## src/rtl/guess_round_ctrl_if.sv

```systemverilog
// Handshake and result bundle between player input logic, the round
// sequencer and the score display.
interface guess_round_ctrl_if #(
    parameter int N      = 8,
    parameter int ROUNDS = 5
);
    localparam int RW = $clog2(ROUNDS + 1);

    logic                  tgt_load;
    logic [N-1:0]          tgt_num;
    logic                  p1_valid;
    logic [N-1:0]          p1_num;
    logic                  p1_ready;
    logic                  p2_valid;
    logic [N-1:0]          p2_num;
    logic                  p2_ready;
    logic                  busy;
    logic                  res_valid;
    logic [1:0]            Correct_gues;
    logic [2*ROUNDS-1:0]   Out_cr;
    logic [RW-1:0]         round_idx;
    logic                  game_done;
    logic [1:0]            winner;

    modport master (
        output tgt_load, tgt_num, p1_valid, p1_num, p2_valid, p2_num,
        input  p1_ready, p2_ready, busy, res_valid, Correct_gues, Out_cr,
               round_idx, game_done, winner
    );

    modport slave (
        input  tgt_load, tgt_num, p1_valid, p1_num, p2_valid, p2_num,
        output p1_ready, p2_ready, busy, res_valid, Correct_gues, Out_cr,
               round_idx, game_done, winner
    );
endinterface

```

## src/rtl/guess_round_ctrl.sv

```systemverilog
// Two-player guessing-game round sequencer: collects both guesses, scores them
// bit-serially against the target, keeps per-round history and picks a winner.
module guess_round_ctrl #(
    parameter int N      = 8,
    parameter int ROUNDS = 5
) (
    input  logic              clk,
    input  logic              rst_n,
    guess_round_ctrl_if.slave bus
);
    localparam int CW = $clog2(N + 1);
    localparam int KW = (N > 1) ? $clog2(N) : 1;
    localparam int RW = $clog2(ROUNDS + 1);

    typedef enum logic [1:0] {
        IDLE    = 2'd0,
        COLLECT = 2'd1,
        SCORE   = 2'd2,
        DONE    = 2'd3
    } state_t;

    state_t              state_q, state_d;
    logic [N-1:0]        tgt_q, tgt_d;
    logic [N-1:0]        g1_q, g1_d;
    logic [N-1:0]        g2_q, g2_d;
    logic                got1_q, got1_d;
    logic                got2_q, got2_d;
    logic [KW-1:0]       k_q, k_d;
    logic [CW-1:0]       c1_q, c1_d;
    logic [CW-1:0]       c2_q, c2_d;
    logic [RW-1:0]       t1_q, t1_d;
    logic [RW-1:0]       t2_q, t2_d;
    logic [RW-1:0]       round_q, round_d;
    logic [2*ROUNDS-1:0] out_cr_q, out_cr_d;
    logic [1:0]          correct_q, correct_d;
    logic                res_valid_q, res_valid_d;

    logic                p1_ready, p2_ready;
    logic                acc1, acc2;
    logic [CW-1:0]       c1_inc, c2_inc;
    logic [RW-1:0]       round_inc;
    logic [ROUNDS-1:0]   hist_sel;

    // Ready comes only from registered state, never from valid.
    assign p1_ready = (state_q == COLLECT) && !got1_q;
    assign p2_ready = (state_q == COLLECT) && !got2_q;
    assign acc1     = bus.p1_valid && p1_ready;
    assign acc2     = bus.p2_valid && p2_ready;

    assign c1_inc    = c1_q + CW'(g1_q[k_q] == tgt_q[k_q]);
    assign c2_inc    = c2_q + CW'(g2_q[k_q] == tgt_q[k_q]);
    assign round_inc = round_q + 1'b1;

    generate
        for (genvar gi = 0; gi < ROUNDS; gi++) begin : g_hist_sel
            assign hist_sel[gi] = (round_q == RW'(gi));
        end
    endgenerate

    always_comb begin
        state_d     = state_q;
        tgt_d       = tgt_q;
        g1_d        = g1_q;
        g2_d        = g2_q;
        got1_d      = got1_q;
        got2_d      = got2_q;
        k_d         = k_q;
        c1_d        = c1_q;
        c2_d        = c2_q;
        t1_d        = t1_q;
        t2_d        = t2_q;
        round_d     = round_q;
        out_cr_d    = out_cr_q;
        correct_d   = correct_q;
        res_valid_d = 1'b0;

        case (state_q)
            IDLE, DONE: begin
                if (bus.tgt_load) begin
                    tgt_d    = bus.tgt_num;
                    out_cr_d = '0;
                    round_d  = '0;
                    t1_d     = '0;
                    t2_d     = '0;
                    got1_d   = 1'b0;
                    got2_d   = 1'b0;
                    state_d  = COLLECT;
                end
            end
            COLLECT: begin
                if (acc1) begin
                    g1_d   = bus.p1_num;
                    got1_d = 1'b1;
                end
                if (acc2) begin
                    g2_d   = bus.p2_num;
                    got2_d = 1'b1;
                end
                if ((got1_q || acc1) && (got2_q || acc2)) begin
                    k_d     = '0;
                    c1_d    = '0;
                    c2_d    = '0;
                    state_d = SCORE;
                end
            end
            SCORE: begin
                c1_d = c1_inc;
                c2_d = c2_inc;
                k_d  = k_q + 1'b1;
                if (k_q == KW'(N - 1)) begin
                    correct_d = {c2_inc == CW'(N), c1_inc == CW'(N)};
                    for (int r = 0; r < ROUNDS; r++) begin
                        if (hist_sel[r]) begin
                            out_cr_d[2*r]   = (c1_inc >= c2_inc);
                            out_cr_d[2*r+1] = (c1_inc <= c2_inc);
                        end
                    end
                    if (c1_inc > c2_inc) t1_d = t1_q + 1'b1;
                    if (c2_inc > c1_inc) t2_d = t2_q + 1'b1;
                    round_d     = round_inc;
                    res_valid_d = 1'b1;
                    got1_d      = 1'b0;
                    got2_d      = 1'b0;
                    state_d     = (round_inc == RW'(ROUNDS)) ? DONE : COLLECT;
                end
            end
            default: state_d = IDLE;
        endcase
    end

    always_ff @(posedge clk or negedge rst_n) begin
        if (!rst_n) begin
            state_q     <= IDLE;
            tgt_q       <= '0;
            g1_q        <= '0;
            g2_q        <= '0;
            got1_q      <= 1'b0;
            got2_q      <= 1'b0;
            k_q         <= '0;
            c1_q        <= '0;
            c2_q        <= '0;
            t1_q        <= '0;
            t2_q        <= '0;
            round_q     <= '0;
            out_cr_q    <= '0;
            correct_q   <= '0;
            res_valid_q <= 1'b0;
        end else begin
            state_q     <= state_d;
            tgt_q       <= tgt_d;
            g1_q        <= g1_d;
            g2_q        <= g2_d;
            got1_q      <= got1_d;
            got2_q      <= got2_d;
            k_q         <= k_d;
            c1_q        <= c1_d;
            c2_q        <= c2_d;
            t1_q        <= t1_d;
            t2_q        <= t2_d;
            round_q     <= round_d;
            out_cr_q    <= out_cr_d;
            correct_q   <= correct_d;
            res_valid_q <= res_valid_d;
        end
    end

    assign bus.p1_ready     = p1_ready;
    assign bus.p2_ready     = p2_ready;
    assign bus.busy         = (state_q == SCORE);
    assign bus.game_done    = (state_q == DONE);
    assign bus.res_valid    = res_valid_q;
    assign bus.Correct_gues = correct_q;
    assign bus.Out_cr       = out_cr_q;
    assign bus.round_idx    = round_q;
    assign bus.winner       = (state_q != DONE) ? 2'b00 :
                              (t1_q > t2_q)     ? 2'b01 :
                              (t2_q > t1_q)     ? 2'b10 : 2'b11;
endmodule

```

## src/flat_wrapper.sv

```systemverilog
// flat-port wrapper written by rule: the top's interface ports become plain ports
module guess_round_ctrl_flat 
#(
    parameter int N      = 8,
    parameter int ROUNDS = 5
)
  (clk, rst_n, bus_tgt_load, bus_tgt_num, bus_p1_valid, bus_p1_num, bus_p2_valid, bus_p2_num, bus_p1_ready, bus_p2_ready, bus_busy, bus_res_valid, bus_Correct_gues, bus_Out_cr, bus_round_idx, bus_game_done, bus_winner);
  guess_round_ctrl_if #(.N(N), .ROUNDS(ROUNDS)) bus_i ();
  input  logic clk;
  input  logic rst_n;
  input wire logic [$bits(bus_i.tgt_load)-1:0] bus_tgt_load;
  input wire logic [$bits(bus_i.tgt_num)-1:0] bus_tgt_num;
  input wire logic [$bits(bus_i.p1_valid)-1:0] bus_p1_valid;
  input wire logic [$bits(bus_i.p1_num)-1:0] bus_p1_num;
  input wire logic [$bits(bus_i.p2_valid)-1:0] bus_p2_valid;
  input wire logic [$bits(bus_i.p2_num)-1:0] bus_p2_num;
  output wire logic [$bits(bus_i.p1_ready)-1:0] bus_p1_ready;
  output wire logic [$bits(bus_i.p2_ready)-1:0] bus_p2_ready;
  output wire logic [$bits(bus_i.busy)-1:0] bus_busy;
  output wire logic [$bits(bus_i.res_valid)-1:0] bus_res_valid;
  output wire logic [$bits(bus_i.Correct_gues)-1:0] bus_Correct_gues;
  output wire logic [$bits(bus_i.Out_cr)-1:0] bus_Out_cr;
  output wire logic [$bits(bus_i.round_idx)-1:0] bus_round_idx;
  output wire logic [$bits(bus_i.game_done)-1:0] bus_game_done;
  output wire logic [$bits(bus_i.winner)-1:0] bus_winner;
  assign bus_i.tgt_load = bus_tgt_load;
  assign bus_i.tgt_num = bus_tgt_num;
  assign bus_i.p1_valid = bus_p1_valid;
  assign bus_i.p1_num = bus_p1_num;
  assign bus_i.p2_valid = bus_p2_valid;
  assign bus_i.p2_num = bus_p2_num;
  assign bus_p1_ready = bus_i.p1_ready;
  assign bus_p2_ready = bus_i.p2_ready;
  assign bus_busy = bus_i.busy;
  assign bus_res_valid = bus_i.res_valid;
  assign bus_Correct_gues = bus_i.Correct_gues;
  assign bus_Out_cr = bus_i.Out_cr;
  assign bus_round_idx = bus_i.round_idx;
  assign bus_game_done = bus_i.game_done;
  assign bus_winner = bus_i.winner;
  guess_round_ctrl #(.N(N), .ROUNDS(ROUNDS)) u_core (.clk(clk), .rst_n(rst_n), .bus(bus_i));
endmodule
```

## config.mk

```make
export PLATFORM = sky130hd
export DESIGN_NAME = guess_round_ctrl_flat
export DESIGN_NICKNAME = d
export VERILOG_FILES = /design/src/rtl/guess_round_ctrl_if.sv /design/src/rtl/guess_round_ctrl.sv /design/src/flat_wrapper.sv
export SDC_FILE = /design/constraint.sdc
export NUM_CORES = 1
export LEC_CHECK = 0
export CAP_MARGIN = 20
export CORE_MARGIN = 5
export CORE_UTILIZATION = 50
export DETAILED_ROUTE_END_ITERATION = 8
export GPL_ROUTABILITY_DRIVEN = 1
export PLACE_DENSITY = 0.75
export REMOVE_ABC_BUFFERS = 1
export SYNTH_ARGS = -nofsm -noshare
export SYNTH_HDL_FRONTEND = slang
export SYNTH_SLANG_ARGS = --single-unit
export TNS_END_PERCENT = 5
```

## constraint.sdc

```tcl
create_clock -name clk -period 8.88 [get_ports clk]
set_clock_uncertainty 0.2 [all_clocks]
set_input_delay 0.888 -clock clk [delete_from_list [all_inputs] [get_ports clk]]
set_output_delay 0.888 -clock clk [all_outputs]
set_load 0.05 [all_outputs]
```

Yosys cells after proc, flatten, opt, wreduce, memory -nomap -nowiden
Index checks and enable logic that the tools add are counted.

Register bits after elaboration: 61. Bits of input ports: 29. Output and inout port bits: 22. Word-level logic and storage cells: 132.

Equal/unequal tests: 26. $add $sub $neg: 6. Reductions and logical operators: 30. Magnitude comparators: 7. Mux-type cells: 44.

Operators with widths (count): $reduce_and A4 Y1 (7); $pmux W3 S2 (4); $mux W2 (11); $mux W3 (7); $mux W10 (2); $ne A2 B1 Y1 const B (10); $pmux W10 S2 (1); $pmux W4 S2 (2); $add A3 B1 Y3 const B (4); $reduce_and A3 Y1 (4); $mux W1 (10); $reduce_and A2 Y1 (5); $bmux W1 S3 (3); $eq A3 B3 Y1 const B (3); $add A4 B1 Y4 (2); $eq A4 B4 Y1 const B (2); $gt A4 B4 Y1 (2); $eq A3 B2 Y1 const B (2); $gt A3 B3 Y1 (2); $ne A2 B2 Y1 const B (3); $pmux W1 S3 (2); $pmux W2 S3 (1); $logic_and A1 B1 Y1 (5); $eq A2 B2 Y1 const B (2); other kinds (13) (17).

Depth between registers and ports, before layout
Gate-level depths: netlist (run 1).

Depth in word-level cells: 8. Depth in mapped cells: 13. Depth with buffers taken out: 11.

Least setup slack after synthesis (run 1)
Ideal clock, no wire load.

Kind: reg2reg. Start: register u_core.k_q[0]. End: register u_core.t2_q[2]. Clock period less this slack: 3.660 ns. Path buffers: 2. Stages on the path, launching flop included: 14. Required time: 8.560 ns. Path slack: 5.220 ns. Library setup time: 0.120 ns. Arrival time: 3.341 ns. Cells stage by stage: dfrtp_1 clkbuf_1 mux4_2 mux2i_1 xnor2_1 ha_1 nand3_1 xor2_1 ha_1 a31o_2 a31oi_4 buf_6 a32o_1 a31o_1.

Word-level cells in the longest chain between the ends: 7. Elaborated cells between the ends (all ways): 15. Those cells by class: add/sub: 2; order compare: 1; eq/ne: 5; mux: 6; reduce/logical: 1.

Ends and longest elaborated chain: start, declared (line guess_round_ctrl.sv:28) `logic [KW-1:0] k_q, k_d;`; start signal, assigned (line guess_round_ctrl.sv:155) `k_q <= k_d;`; $bmux W1 S3, on equally long branches (line guess_round_ctrl.sv:51, guess_round_ctrl.sv:50); $mux W1, on equally long branches (line guess_round_ctrl.sv:51, guess_round_ctrl.sv:50); $eq A1 B1 Y1, on equally long branches (line guess_round_ctrl.sv:51, guess_round_ctrl.sv:50); $add A4 B1 Y4, on equally long branches (line guess_round_ctrl.sv:51, guess_round_ctrl.sv:50); $gt A4 B4 Y1 (line guess_round_ctrl.sv:119) `if (c2_inc > c1_inc) t2_d = t2_q + 1'b1;`; $ne A2 B1 Y1 (no source line); $reduce_and A4 Y1 (no source line) (*); end signal, assigned (line guess_round_ctrl.sv:159) `t2_q <= t2_d;`; end, declared (line guess_round_ctrl.sv:32) `logic [RW-1:0] t2_q, t2_d;`.

Every way passes the cells marked *; elsewhere a longest branch is shown, timed or not. The select of a mux whose other input is x is not followed. A chain may end at the register's enable or synchronous reset.

Worst setup path after layout (run 1)
Start: register u_core.k_q[0]. End: register u_core.out_cr_q[0] (netlist: u_core.bus.Out_cr[0]).

Word-level cells in the longest chain between the ends: 8. Elaborated cells between the ends (all ways): 17. Those cells by class: add/sub: 2; order compare: 1; eq/ne: 4; mux: 9; reduce/logical: 1.

Ends and longest elaborated chain: $bmux W1 S3, on equally long branches (line guess_round_ctrl.sv:50, guess_round_ctrl.sv:51); $mux W1, on equally long branches (line guess_round_ctrl.sv:50, guess_round_ctrl.sv:51); $eq A1 B1 Y1, on equally long branches (line guess_round_ctrl.sv:50, guess_round_ctrl.sv:51); $add A4 B1 Y4, on equally long branches (line guess_round_ctrl.sv:50, guess_round_ctrl.sv:51); $ge A4 B4 Y1 (line guess_round_ctrl.sv:114) `out_cr_d[2*r] = (c1_inc >= c2_inc);`; $mux W2 (line guess_round_ctrl.sv:113) `if (hist_sel[r]) begin`; $mux W10 (line guess_round_ctrl.sv:110) `if (k_q == KW'(N - 1)) begin`; $pmux W10 S2 (line guess_round_ctrl.sv:77) `case (state_q)`; end signal, assigned (line guess_round_ctrl.sv:161) `out_cr_q <= out_cr_d;`; end, declared (line guess_round_ctrl.sv:34) `logic [2*ROUNDS-1:0] out_cr_q, out_cr_d;`.

Parallel ways exist; a longest one is shown, timed or not. The select of a mux whose other input is x is not followed.

==> summary.md, run 1 <==
| Metric | Value |
|---|---|
| Critical path class | `reg -> reg` |
| Post-DR wirelength/cell | `about 17 um` |
| Synth warn | `0` |
| Syn Inst Count | `between 200 and 300` |
| Root Driver | `clkbuf_8` |
| P per Cell Area | `approximately 340 mW/mm^2` |
| Starting DRT DRC Count | `around 100` |
| Clk slew on worst S/H paths | `roughly 0.07 ns` |
| R2R depth | `11` |
| Sequential-to-total area share from yosys stat | `0.456` |
| Area Growth Syn to Fin | `23.5%` |
| Initial Util | `0.521` |
| Number of buffers created by CTS | `9` |
| DP Cell Count | `408` |
| IR drop worst, VDD | `between 150 and 200 uV` |
| First-pass GRT wire length | `11,900 um` |
| Post-synth EDFFs | `0` |
| DRT Wirelength | `7000 um` |
| Crit path DAT | `between 4 and 5 ns` |
| Min Tclk post-route | `roughly 4 ns` |
| Hold endpoint | `u_core.bus.Correct_gues[1]` |
| P_leak | `1.81 nW` |
| Port bufs | `50` |
| Via density | `around 5.6` |
| Routability congestion estimate | `0.810` |
| Async S/R FF share, synth | `1.00` |
| Nets | `about 400` |
| Status | `completed` |
| R2r setup slk | `roughly 4.8 ns` |
| Vias in the first global route | `2,393` |
| Inserted Diodes | `0` |
| Hold Fails Final Rpt | `0` |
| Post-place setup slack | `4.85 ns` |
| DRC Markers | `0` |
| Largest net degree at the start of global routing | `62` |
| Cell Rows | `29` |
| Clk buf depth | `2` |
| CTS tree | `yes` |
| CP max-delay cell | `dfrtp_1` |
| Setup repair bufs after CTS | `0` |
| Critical Path Start Type | `register` |
| Clock Latency Late Sink | `around 0.34 ns` |
| Die ar. | `0.00843 sq mm` |
| Initial antenna violation count | `0` |
| Layout cells sized above 1 | `0.199` |
| Die Y | `91.8 um` |
| I/O pin total | `just over 50` |
| Hold WC Path Type | `reg -> reg` |
| Final setup viols | `0` |
| CORE AREA | `0.00642 sq mm` |
| First-pass detailed-route iteration total | `4` |
| Post_cts resized | `0` |
| Largest fanout on the critical path | `13` |
| Hpwl dp | `5040 um` |
| Hold_buf cts | `0` |
| Hold Crit Depth | `2` |
| CP peak stage delay | `0.62 ns` |
| Crit path capture type | `register` |
| Die Wd | `approximately 90 um` |
| FF-to-FF Start | `u_core.k_q[0]` |
| H-tree Lvls | `3` |
| Fin. max-slew vios | `0` |
| Layout Cells excl Fill | `424` |
| Slew HR | `0.489` |
| Top_reg_cell synth | `dfrtp_1` |
| Critical path required time | `8.90 ns` |
| Via Count | `approximately 2,400` |
| Max-Cap Viols | `0` |
| Total grt overflow | `0` |
| All-layer global routing usage | `0.179` |
| Post-Syn Area | `0.00335 sq mm` |
| Hold Crit Start | `u_core.bus.Correct_gues[1]` |
| Setup TNS Final | `0 ns` |
| Critical-path cell list | `mux4_2 > mux2i_1 > xnor2_1 > ha_1 > nand3_1 > xnor2_1 > ha_1 > a31o_2 > a31oi_4 > o21ai_1 > mux2_2` |
| Part of the cycle the worst path needs | `0.458` |
| Routed Antenna Nets | `0` |
| Synthesized area per cell | `11.7 sq um` |
| Yosys cell types | `48` |
| FF+latch count, synth | `61` |
| Slew @ Worst Pin | `0.767 ns` |
| Reg2reg end | `u_core.bus.Out_cr[0]` |
| Final WS setup | `4.81 ns` |
| Final Instance Area | `0.00413 sq mm` |
| FMAX | `between 200 and 250 MHz` |
| Clock sink total | `61` |
| Placed instance area | `approximately 0.0039 sq mm` |
| RSZ-0062 raised after global routing | `false` |
[synthesized netlist by cell type, drive strengths merged (4+ instances only)]
library cell / count / share of area
clkbuf: 6 / 0.0067
mux4: 6 / 0.040
xnor2: 7 / 0.021
ha: 25 / 0.093
nand2: 22 / 0.025
dfrtp: 61 / 0.46
a21oi: 14 / 0.021
mux2i: 4 / 0.012
mux2: 34 / 0.11
nor2: 15 / 0.017
nand3: 6 / 0.0090
inv: 17 / 0.019
a22o: 7 / 0.018
a31oi: 5 / 0.018
o21ai: 15 / 0.022
[kinds of logic after synthesis]
kind of cell    share of synthesized area
fa+ha+maj                          0.0934
buf+inv                            0.0325
xor+xnor                           0.0325
simple gates                       0.0912
mux                                 0.167
flops                               0.456
compound gates                      0.128
[layout by cell type, fill, tap and decap left out, types with 7 or more instances in the layout]
cell,synthesis,routed
o21ai_0,12,12
clkbuf_8,0,10
mux2_2,34,34
clkdlybuf4s50_1,0,49
nor2_1,15,15
a21oi_1,14,14
inv_1,17,17
dfrtp_1,61,61
a22o_1,7,7
nand2_1,22,22
ha_1,25,25
[sequential cells by signal (all words and copies together), names as in the netlist, 4 cells and up]
register / flops
u_core.c2_q: 4
u_core.tgt_q: 8
u_core.g1_q: 8
u_core.bus.Out_cr: 10
u_core.c1_q: 4
u_core.g2_q: 8
[worst max-delay path, delay by kind of cell (launching register included)]
family                   cells  cell delay (ns)
AO/OA/AOI/OAI                3             0.79
XOR/XNOR                     2             0.38
adder cells (fa/ha/maj)      2             0.67
flip-flops                   1             0.62
multiplexers                 3             1.18
AND/OR/NAND/NOR              1             0.10
[worst max path at each step]
stage	from	to	slack, ns	cells after the start
5_1_grt	u_core.k_q[0]	u_core.bus.Out_cr[0]	4.50	11
3_5_place_dp	u_core.k_q[0]	u_core.bus.Out_cr[4]	4.85	11
2_1_floorplan	u_core.k_q[0]	u_core.bus.Out_cr[0]	5.28	11
3_3_place_gp	u_core.k_q[0]	u_core.bus.Out_cr[0]	4.98	11
6_report	u_core.k_q[0]	u_core.bus.Out_cr[0]	4.81	11
4_1_cts	u_core.k_q[0]	u_core.bus.Out_cr[0]	4.79	11
[layout make-up]
| type | instances | area (sq um) |
|---|---|---|
| tap | 77 | 96.3 |
| inverter | 17 | 63.8 |
| timing repair buffer | 52 | 510 |
| clock buffer | 10 | 138 |
| multi-input combinational | 201 | 1710 |
| clock inverter | 6 | 86.3 |
| fill | 502 | 2290 |
| sequential | 61 | 1530 |
[through the flow]
stage | hold WS (ns) | utilization | power [W]
2_1_floorplan | 0.274 | - | 0.000930
3_3_place_gp | 0.266 | 0.609 | 0.00109
3_5_place_dp | 0.275 | 0.609 | 0.00112
4_1_cts | 0.290 | 0.644 | 0.00140
5_1_grt | 0.315 | 0.644 | 0.00149
6_report | 0.282 | 0.644 | 0.00139
[power by group]
part / internal, W / switching [W] / leakage [nW]
logic: 0.000313 / 0.000382 / 0.912
clock network: 0.000165 / 0.000112 / 0.112
registers: 0.000363 / 0.0000584 / 0.782
total: 0.000841 / 0.000552 / 1.81
[metal layers]
metal  up-vias  GRT usage  part of all wire
met5         -          0                 0
met4         0     0.0730             0.014
met3         9     0.0442             0.047
met2        55      0.285              0.49
met1      1169      0.234              0.45
li1       1150          -                 -
No activity file was read; power rests on OpenSTA's default activity.
==> run 2: changes to the inputs <==
CORE_UTILIZATION = 49   (was 50)
PLACE_DENSITY = 0.76   (was 0.75)
clock period = 3.53 ns   (was 8.88 ns; I/O delays follow)
==> summary.md, run 2 (synthesis results as in run 1) <==
| Metric | Value |
|---|---|
| Slew @ Worst Pin | `0.860 ns (was 0.767 ns)` |
| Crit. Startpoint | `u_core.k_q[0] (unchanged)` |
| Layout cells sized above 1 | `0.242 (was 0.199)` |
| DP Cell Count | `418 (was 408)` |
| Layout Cells excl Fill | `436 (was 424)` |
| Final Instance Area | `0.00427 sq mm (was 0.00413 sq mm)` |
| Combinational group share of total power | `0.522 (was 0.498)` |
| CORE AREA | `0.00672 sq mm (was 0.00642 sq mm)` |
| Largest fanout on the critical path | `9 (was 13)` |
| Int Pwr | `0.00217 W (was 0.000841 W)` |
| Setup TNS Final | `0 ns (unchanged)` |
| FF-to-FF Start | `u_core.k_q[0] (unchanged)` |
| Clk buf depth | `2 (unchanged)` |
| Max reg flops | `10 (unchanged)` |
| Crit path DAT | `3.44 ns (was 4.09 ns)` |
| Critical path class | `reg -> reg (unchanged)` |
| R2R depth | `12 (was 11)` |
| Placed instance area | `0.00398 sq mm (was 0.00391 sq mm)` |
| Largest net degree at the start of global routing | `39 (was 62)` |
| H-tree Lvls | `3 (unchanged)` |
| Post-DR wirelength/cell | `15.7 um (was 16.5 um)` |
| Root Driver | `clkbuf_8 (unchanged)` |
| Switching share of total power | `0.392 (was 0.396)` |
| Final setup viols | `0 (unchanged)` |
| P_leak | `1.87 nW (was 1.81 nW)` |
| Clk slew on worst S/H paths | `0.07 ns (about the same)` |
| Hold Fails Final Rpt | `0 (unchanged)` |
| All-layer global routing usage | `0.176 (was 0.179)` |
| Clock Latency Late Sink | `0.33 ns (was 0.34 ns)` |
| Part of the cycle the worst path needs | `0.967 (was 0.458)` |
| First-pass GRT wire length | `11,800 um (was 11,900 um)` |
| IR drop worst, VDD | `480 uV (was 173 uV)` |
| First-pass detailed-route iteration total | `4 (unchanged)` |
| Clk pwr share | `0.182 (was 0.199)` |
| Via Count | `2,430 (was 2,383)` |
| Seq pwr share | `0.295 (was 0.303)` |
| Inserted Diodes | `0 (unchanged)` |
| Die Y | `92.7 um (was 91.8 um)` |
| Critical path required time | `3.56 ns (was 8.90 ns)` |
| Min Tclk post-route | `3.41 ns (was 4.07 ns)` |
| Cell Rows | `30 (was 29)` |
| CTS tree | `yes (unchanged)` |
| RSZ-0062 raised after global routing | `true (was false)` |
| Hpwl dp | `5150 um (was 5040 um)` |
| Reg2reg end | `u_core.t2_q[2] (was u_core.bus.Out_cr[0])` |
| Utilization after layout | `0.636 (was 0.644)` |
| R2r setup slk | `0.12 ns (was 4.81 ns)` |
| Crit path capture type | `register (unchanged)` |
| Die ar. | `0.00859 sq mm (was 0.00843 sq mm)` |
| Hold WC Path Type | `reg -> reg (unchanged)` |
| Routed Antenna Nets | `0 (unchanged)` |
| Total grt overflow | `0 (unchanged)` |
| Starting DRT DRC Count | `102 (was 98)` |
| Slew HR | `0.427 (was 0.489)` |
| CP max-delay cell | `mux4_2 (was dfrtp_1)` |
| FMAX | `293 MHz (was 246 MHz)` |
| CP peak stage delay | `0.51 ns (was 0.62 ns)` |
| Status | `completed (unchanged)` |
| Number of buffers created by CTS | `9 (unchanged)` |
| Fin. max-slew vios | `0 (unchanged)` |
| Nets | `405 (was 396)` |
| Clock sink total | `61 (unchanged)` |
| Port bufs | `50 (unchanged)` |
| Critical path destination | `u_core.t2_q[2] (was u_core.bus.Out_cr[0])` |
| Most common cell after layout, fill and taps aside | `dfrtp_1 (unchanged)` |
| Via density | `5.57 (was 5.62)` |
| DRC Markers | `0 (unchanged)` |
| Die Wd | `92.7 um (was 91.8 um)` |
| Most frequent cells in the layout | `dfrtp_1, clkdlybuf4s50_1, mux2_2 (unchanged)` |
| DRT Wirelength | `6840 um (was 7000 um)` |
| I/O pin total | `51 (unchanged)` |
| Max-Cap Viols | `0 (unchanged)` |
| Critical-path cell list | `buf_12 > mux4_2 > mux2i_2 > xnor2_2 > ha_1 > ha_1 > xnor2_1 > xnor2_2 > a31oi_4 > buf_6 > a32o_1 > a31o_1 (was mux4_2 > mux2i_1 > xnor2_1 > ha_1 > nand3_1 > xnor2_1 > ha_1 > a31o_2 > a31oi_4 > o21ai_1 > mux2_2)` |
| Critical Path Start Type | `register (unchanged)` |
| P per Cell Area | `837 mW/mm^2 (was 337 mW/mm^2)` |
| Initial Util | `0.498 (was 0.521)` |
| Area Growth Syn to Fin | `27.6% (was 23.5%)` |
| NetSw | `0.00140 W (was 0.000552 W)` |
| Initial antenna violation count | `0 (unchanged)` |
| Vias in the first global route | `2,545 (was 2,393)` |
| Routability congestion estimate | `0.756 (was 0.810)` |
==> run 2: cell types whose count changed in the layout (fill, tap and decap cells not counted), sizes merged <==
cell / delta
clkbuf: +3
bufinv: -1
clkinv: -2
buf: +8
dlygate4sd3: +1
==> run 2: worst max-delay path, delay by kind of cell, from the launching register on <==
kind / cells / cell delay (ns)
buffers and inverters: 2 / 0.31
adder cells (fa/ha/maj): 2 / 0.43
AO/OA/AOI/OAI: 3 / 0.59
multiplexers: 2 / 0.74
flip-flops: 1 / 0.37
XOR/XNOR: 3 / 0.66
==> run 2: worst min-delay path by stage <==
stage                                  to  cells past startpoint                       start  slack (ns)
2_1_floorplan  u_core.bus.Correct_gues[0]                      0                       rst_n       -0.14
3_3_place_gp   u_core.bus.Correct_gues[0]                      2  u_core.bus.Correct_gues[0]        0.28
3_5_place_dp   u_core.bus.Correct_gues[0]                      2  u_core.bus.Correct_gues[0]        0.28
4_1_cts        u_core.bus.Correct_gues[0]                      2  u_core.bus.Correct_gues[0]        0.29
5_1_grt        u_core.bus.Correct_gues[0]                      2  u_core.bus.Correct_gues[0]        0.31
6_report       u_core.bus.Correct_gues[0]                      2  u_core.bus.Correct_gues[0]        0.30
==> run 2: timing repair <==
action                     4_1_cts  5_1_grt
gates resized for setup          5        9
setup endpoints to repair       15       15
hold buffers                     1        0
buffers inserted                 0        1
hold endpoints to repair        37        0
pin swaps                        0        5
==> run 2: cell type report <==
class                      count  area, sq um
multi-input combinational    201         1770
timing repair buffer          61          597
fill                         509         2450
clock buffer                  13          169
clock inverter                 3         42.5
sequential                    61         1530
tap                           80          100
inverter                      17         63.8
==> run 2: power by group through the flow <==
stage	Sequential, W	Combinational [W]	Clock [W]
6_report	0.00106	0.00187	0.000652
5_1_grt	0.00108	0.00205	0.000698
4_1_cts	0.00105	0.00182	0.000661
3_5_place_dp	0.00106	0.00179	0
3_3_place_gp	0.00105	0.00174	0
2_1_floorplan	0.00109	0.00125	0
==> run 2: stage by stage <==
step | hold WS (ns) | setup WS (ns) | total power, W
2_1_floorplan | -0.143 | -0.0743 | 0.00234
3_3_place_gp | 0.282 | 0.0511 | 0.00280
3_5_place_dp | 0.280 | -0.0930 | 0.00285
4_1_cts | 0.294 | -0.0128 | 0.00353
5_1_grt | 0.305 | -0.0623 | 0.00383
6_report | 0.296 | 0.118 | 0.00357
==> run 2: metal layers <==
layer | wire, um | up-vias | GRT usage
met5 | 0 | - | 0
met4 | 118 | 0 | 0.0684
met3 | 228 | 12 | 0.0414
met2 | 3380 | 45 | 0.282
met1 | 3120 | 1206 | 0.232
li1 | - | 1167 | -
